===== src/rtl/hazard_ctrl_unit.sv =====
// Hazard controller for the 5-stage RV32I pipeline: operand forwarding selects,
// load-use / cache-miss / branch-flush sequencing, and stall/bubble counters.
module hazard_ctrl_unit #(
    parameter int REG_W = 5,
    parameter int CNT_W = 32
) (
    input  logic             clk,
    input  logic             rst,
    input  logic [REG_W-1:0] id_rs1,
    input  logic [REG_W-1:0] id_rs2,
    input  logic             id_rs1_used,
    input  logic             id_rs2_used,
    input  logic [REG_W-1:0] ex_rs1,
    input  logic [REG_W-1:0] ex_rs2,
    input  logic [REG_W-1:0] ex_rd,
    input  logic             ex_regwrite,
    input  logic             ex_is_load,
    input  logic             ex_br_taken,
    input  logic [REG_W-1:0] mem_rd,
    input  logic             mem_regwrite,
    input  logic [REG_W-1:0] mem_rs2,
    input  logic [REG_W-1:0] wb_rd,
    input  logic             wb_regwrite,
    input  logic             imem_resp,
    input  logic             dmem_req,
    input  logic             dmem_resp,
    output logic [1:0]       fwd1_sel,
    output logic [1:0]       fwd2_sel,
    output logic             fwd_mem_sel,
    output logic             ctrl_sel,
    output logic             pc_load,
    output logic             if_id_load,
    output logic             id_ex_load,
    output logic             ex_mem_load,
    output logic             mem_wb_load,
    output logic             if_id_flush,
    output logic [CNT_W-1:0] stall_cnt,
    output logic [CNT_W-1:0] bubble_cnt
);

    // forwardingmux1_sel_t
    localparam logic [1:0] FWD_ID_EX  = 2'b00;
    localparam logic [1:0] FWD_MEM_WB = 2'b01;
    localparam logic [1:0] FWD_EX_MEM = 2'b10;
    // forwardingmux2_sel_t
    localparam logic FWDM_MEM = 1'b0;
    localparam logic FWDM_WB  = 1'b1;
    // controlmux_sel_t
    localparam logic CTRL_ZERO = 1'b0;
    localparam logic CTRL_NORM = 1'b1;

    typedef enum logic [1:0] {RUN, DWAIT, IWAIT} state_t;

    state_t state;
    logic   flush_pend;
    logic   d_miss, d_freeze, flush_go, i_stall, load_use, bubble_ins;

    function automatic logic [1:0] fwd_pick(input logic [REG_W-1:0] r,
                                            input logic [REG_W-1:0] mrd, input logic mrw,
                                            input logic [REG_W-1:0] wrd, input logic wrw);
        if (r != '0 && mrw && mrd == r)      return FWD_EX_MEM;
        else if (r != '0 && wrw && wrd == r) return FWD_MEM_WB;
        else                                 return FWD_ID_EX;
    endfunction

    always_comb begin
        fwd1_sel    = fwd_pick(ex_rs1, mem_rd, mem_regwrite, wb_rd, wb_regwrite);
        fwd2_sel    = fwd_pick(ex_rs2, mem_rd, mem_regwrite, wb_rd, wb_regwrite);
        fwd_mem_sel = (wb_regwrite && wb_rd == mem_rs2 && mem_rs2 != '0) ? FWDM_WB : FWDM_MEM;
    end

    // In DWAIT the freeze lasts until the response arrives; elsewhere a fresh
    // unanswered request freezes the pipe in its detect cycle.
    assign d_miss   = dmem_req && !dmem_resp;
    assign d_freeze = !rst && ((state == DWAIT) ? !dmem_resp : d_miss);
    // Redirects wait until the D-miss has fully retired back to RUN.
    assign flush_go = !rst && !d_freeze && (state != DWAIT) && (ex_br_taken || flush_pend);
    assign i_stall  = !rst && !imem_resp;
    assign load_use = !rst && ex_is_load && ex_rd != '0 &&
                      ((id_rs1_used && id_rs1 == ex_rd) || (id_rs2_used && id_rs2 == ex_rd));
    assign bubble_ins = !d_freeze && (flush_go || i_stall || load_use);

    always_comb begin
        pc_load     = 1'b1;
        if_id_load  = 1'b1;
        id_ex_load  = 1'b1;
        ex_mem_load = 1'b1;
        mem_wb_load = 1'b1;
        if_id_flush = 1'b0;
        ctrl_sel    = CTRL_NORM;
        if (d_freeze) begin
            pc_load     = 1'b0;
            if_id_load  = 1'b0;
            id_ex_load  = 1'b0;
            ex_mem_load = 1'b0;
            mem_wb_load = 1'b0;
        end else if (flush_go) begin
            if_id_flush = 1'b1;
            ctrl_sel    = CTRL_ZERO;
        end else if (i_stall || load_use) begin
            pc_load    = 1'b0;
            if_id_load = 1'b0;
            ctrl_sel   = CTRL_ZERO;
        end
    end

    always_ff @(posedge clk) begin
        if (rst) begin
            state      <= RUN;
            flush_pend <= 1'b0;
            stall_cnt  <= '0;
            bubble_cnt <= '0;
        end else begin
            case (state)
                RUN:     if (d_miss) state <= DWAIT;
                         else if (!imem_resp) state <= IWAIT;
                DWAIT:   if (dmem_resp) state <= RUN;
                IWAIT:   if (d_miss) state <= DWAIT;
                         else if (imem_resp) state <= RUN;
                default: state <= RUN;
            endcase
            flush_pend <= (flush_pend || ex_br_taken) && !flush_go;
            if (d_freeze)   stall_cnt  <= stall_cnt + 1'b1;
            if (bubble_ins) bubble_cnt <= bubble_cnt + 1'b1;
        end
    end

endmodule

===== config.mk =====
export PLATFORM = sky130hd
export DESIGN_NAME = hazard_ctrl_unit
export DESIGN_NICKNAME = d
export VERILOG_FILES = /design/src/rtl/hazard_ctrl_unit.sv
export SDC_FILE = /design/constraint.sdc
export NUM_CORES = 1
export LEC_CHECK = 0
export ABC_AREA = 1
export BUFFER_PORTS_ARGS = -buffer_cell sky130_fd_sc_hd__buf_2
export CORE_MARGIN = 1
export CORE_UTILIZATION = 35
export CTS_CLUSTER_DIAMETER = 150
export CTS_CLUSTER_SIZE = 14
export DETAILED_ROUTE_END_ITERATION = 10
export GPL_ROUTABILITY_DRIVEN = 0
export HOLD_SLACK_MARGIN = 0.03
export PLACE_DENSITY_LB_ADDON = 0.3
export RECOVER_POWER = 100
export SYNTH_ARGS = -nofsm -noshare
export SYNTH_HDL_FRONTEND = slang
export SYNTH_SLANG_ARGS = --single-unit

===== constraint.sdc =====
create_clock -name clk -period 1.4 [get_ports clk]
set_input_delay 0.14 -clock clk [delete_from_list [all_inputs] [get_ports clk]]
set_output_delay 0.14 -clock clk [all_outputs]
set_load 0.01 [all_outputs]

==> run_results.csv <==
group,metric,value,unit
clock_network,clockRootBuffer,"clkbuf_16",
global_route,grt_pass1_vias,5273,
yosys,async_flop_share,0,
cells_and_area,layout_common_cells,"nand2_1 (206), buf_4 (122), buf_2 (120), nor2_1 (98), inv_1 (81)",
cells_and_area,register_area,0.00142,sq mm
place,placed_area,0.00629,sq mm
routing,postRouteAntennaNets,0,
outcome,status,"finished, violations left",
floorplan,start_util,0.361,
worst_setup_path,end_kind,"output pin",
routing,avgViaCountPerCell,4.75,
global_route,grt_first_pass_wirelength,23.2,mm
cells_and_area,drive_above_1_share,0.449,
pwr,p_comb_frac,0.191,
yosys,synth_fa_ha_area_frac,0.00548,
floorplan,die-area,0.0135,sq mm
worst_setup_path,worst-endpoint-required,1.26,ns
pwr,ir_drop,0.000583,V
place,place_hpwl,10.5,mm
cells_and_area,fillers,1193,
yosys,synth_top_area_share,0.294,
hold_path,hold_end,"state[1]$_SDFFE_PP0P_",
hold_path,hold_depth,4,
worst_setup_path,crit_buf_inv,4,
worst_setup_path,worstPathCellList,"inv_2 > nand3b_1 > nand2_2 > nand2_4 > buf_6 > buf_6 > nand2_4 > buf_6",
sta,finClkSkew,0.00571,ns
yosys,synth.largest_area_cell,"dfxtp_1",
cells_and_area,finalInstanceArea,0.00760,sq mm
pwr,power_density,653,mW/mm^2
yosys,yosys_register_bits,67,
floorplan,die_w,116,um
clock_network,clock-sinks,67,
pwr,leakagePower,3.66,nW
yosys,synth_area_leaders,"dfxtp_1 (29%), nand2_1 (20%), nor2_1 (11%)",
floorplan,rows,41,
sta,post-route-min-period,1.57,ns
sta,layout_setup_ws,-0.167,ns
global_route,grt_max_degree,43,
clock_network,cts.clk_slew.worst_paths,0.05,ns
global_route,grt.overflow.total,0,
pwr,internal-power,3.62,mW
hold_path,min_from,"imem_resp",
routing,vias,5823,
worst_setup_path,critPathMaxFanout,6,
outcome,violations,"negative setup slack",
sta,maxSlewViolCount,0,
cells_and_area,final_common_cell,"nand2_1",
yosys,synth_simple_gate_area_frac,0.466,
pwr,netSwitchingFraction,0.271,
floorplan,core_region_area,0.0127,sq mm
pwr,p_seq_frac,0.395,
yosys,synth_xor_area_frac,0.0192,
yosys,ys.flop_type,"dfxtp_1",
routing,dr.pass1.iters,4,
cells_and_area,n_antenna_cell,0,
clock_network,htree_levels,3,
worst_setup_path,crit_arrival,1.43,ns
hold_path,hold_path_class,"in -> reg",
clock_network,worstSkewPairLatency,0.33,ns
worst_setup_path,crit_top_cell,"buf_6",
yosys,synth_cell_types,37,
sta,fmax,638,MHz
worst_setup_path,cp-start-kind,"flop",
worst_setup_path,r2r_slack,-0.17,ns
routing,m1WireLength,6.50,mm
routing,top_layer_used,"met4",
worst_setup_path,ff2ff_path_depth,11,
place,io_buffers,126,
sta,tightestPinTransition,0.486,ns
worst_setup_path,critPathMaxStageDelay,0.32,ns
sta,fin_hold_ws,0.112,ns
worst_setup_path,slowest_stage,"dfxtp_2",
global_route,antenna_found_initial,0,
job,max_cap_viol_count,0,
worst_setup_path,timing.rr.start,"state[1]$_SDFFE_PP0P_",
sta,setup_viol,49,
clock_network,cts_made_buffers,9,
clock_network,cts_tree,"built",
yosys,synth_nets,838,
worst_setup_path,crit_path_start,"state[1]$_SDFFE_PP0P_",
worst_setup_path,crit_type,"reg -> out",
yosys,synth_top_family_by_area,"simple AND/OR/NAND/NOR gates",
cells_and_area,multi_input_area,0.00333,sq mm
yosys,synthMuxAreaShare,0,
pwr,clock_power_share,0.414,
sta,slew_headroom,0.673,
floorplan,num_io_pins,128,
sta,rsz0062_at_grt,"true",
clock_network,postCtsHoldBufs,0,
cells_and_area,area_growth,66.3,%
yosys,yosys_warnings,0,
yosys,syn-cell-area,0.00457,sq mm
worst_setup_path,path_delay_family,"buffers and inverters",
floorplan,die_y,116,um
yosys,synth_edf_count,0,
routing,wl_per_cell,12.4,um
yosys,synthCells,784,
sta,final_hold_viol_count,0,
yosys,syn_area_per_cell,5.83,sq um
sta,fin_crit_sh,1.12,
routing,routed_wirelength,15.2,mm
worst_setup_path,path_depth,8,
routing,drt_iter0_markers,325,
yosys,ys_seq_area_frac,0.294,
worst_setup_path,r2r-end,"bubble_cnt[29]$_SDFFE_PP0P_",
pwr,power.switching,1.34,mW
global_route,grt.total_usage,0.217,
yosys,synth_compound_area_frac,0.105,
routing,met2_length,7.81,mm
routing,remaining_drc_errors,0,
routing,route.met3.wl,656,um
cells_and_area,layout.nets,1105,
clock_network,cts_max_path_buffers,2,
## worst register-to-register path, stage by stage, from the launching register on
cell and delay (ns):
dfxtp_2 0.32, inv_2 0.06, nand2_2 0.05, o211ai_2 0.08, nor2_2 0.07, a21oi_1 0.14
nand2_2 0.13, buf_12 0.18, buf_4 0.14, buf_4 0.13, a21oi_2 0.11, nor2_1 0.05
## per-stage QoR
stage	power (mW)	setup slack (ns)	setup TNS (ns)	std cells	util
3_5_place_dp	2.72	-0.137	-3.81	1180	0.497
5_1_grt	5.18	-0.280	-10.43	1227	0.600
4_1_cts	4.93	-0.167	-5.06	1222	0.553
3_3_place_gp	2.71	-0.0990	-2.56	1180	0.497
2_1_floorplan	2.40	-0.0392	-0.0636	784	-
6_report	4.96	-0.167	-4.91	1227	0.600
## logic make-up after synthesis
| group | count (synthesis) |
|---|---|
| flops | 67 |
| compound gates | 85 |
| fa+ha+maj | 2 |
| simple gates | 498 |
| xor+xnor | 10 |
| buf+inv | 122 |
## cell usage after synthesis (2+ instances only)
| cell type | n |
|---|---|
| buf_6 | 3 |
| inv_2 | 4 |
| nor2_4 | 2 |
| xor2_1 | 6 |
| nor2_2 | 7 |
| o211ai_1 | 2 |
| nor3_1 | 24 |
| nor2_1 | 136 |
| nor4_1 | 2 |
| clkbuf_1 | 5 |
| nand3b_1 | 9 |
| dfxtp_1 | 67 |
| a21oi_1 | 54 |
| inv_1 | 97 |
| o2111ai_1 | 5 |
| ha_1 | 2 |
| nand4_1 | 14 |
| nand2_2 | 4 |
| buf_2 | 8 |
| o21a_1 | 3 |
| nand2_1 | 241 |
| a211oi_1 | 3 |
| nor3_2 | 2 |
| o21ai_0 | 11 |
| buf_4 | 4 |
| o22ai_1 | 4 |
| nand3_1 | 51 |
| nor3b_1 | 2 |
| xnor2_1 | 4 |
## registers in the layout, indices dropped and copies added, names as in the netlist
name / count
bubble_cnt: 32
stall_cnt: 32
state: 2
flush_pend: 1
## layout make-up
type                       instances  share of cell area
multi-input combinational        595               0.438
clock buffer                      13              0.0329
sequential                        67               0.187
tap                              172              0.0283
clock inverter                     2             0.00165
timing repair buffer             277               0.260
inverter                         101              0.0519
## worst max-delay path by stage
stage / end / slack, ns
finish: ctrl_sel / -0.17
global route: stall_cnt[16]$_SDFFE_PP0N_ / -0.28
CTS: mem_wb_load / -0.17
detailed placement: bubble_cnt[27]$_SDFFE_PP0P_ / -0.14
global placement: bubble_cnt[27]$_SDFFE_PP0P_ / -0.1
floorplan: stall_cnt[18]$_SDFFE_PP0N_ / -0.04
## power groups by stage
stage / Sequential (mW) / Combinational, mW / Clock, mW
global placement: 2.01 / 0.696 / 0
global route: 1.96 / 1.03 / 2.18
floorplan: 2.03 / 0.378 / 0
finish: 1.96 / 0.946 / 2.05
CTS: 1.98 / 0.861 / 2.09
detailed placement: 2.01 / 0.703 / 0
## layer usage
metal / vias up / global-route usage
met5: - / 0
met4: 0 / 0.0632
met3: 20 / 0.0415
met2: 160 / 0.400
met1: 2616 / 0.252
li1: 3027 / -
## what timing repair did
item | 4_1_cts | 5_1_grt
endpoints found under the setup margin | 62 | 71
resized for setup | 67 | 176
setup buffers | 26 | 9
cloned | 2 | 1
pin swaps | 17 | 41
No activity file was read; power rests on OpenSTA's default activity.
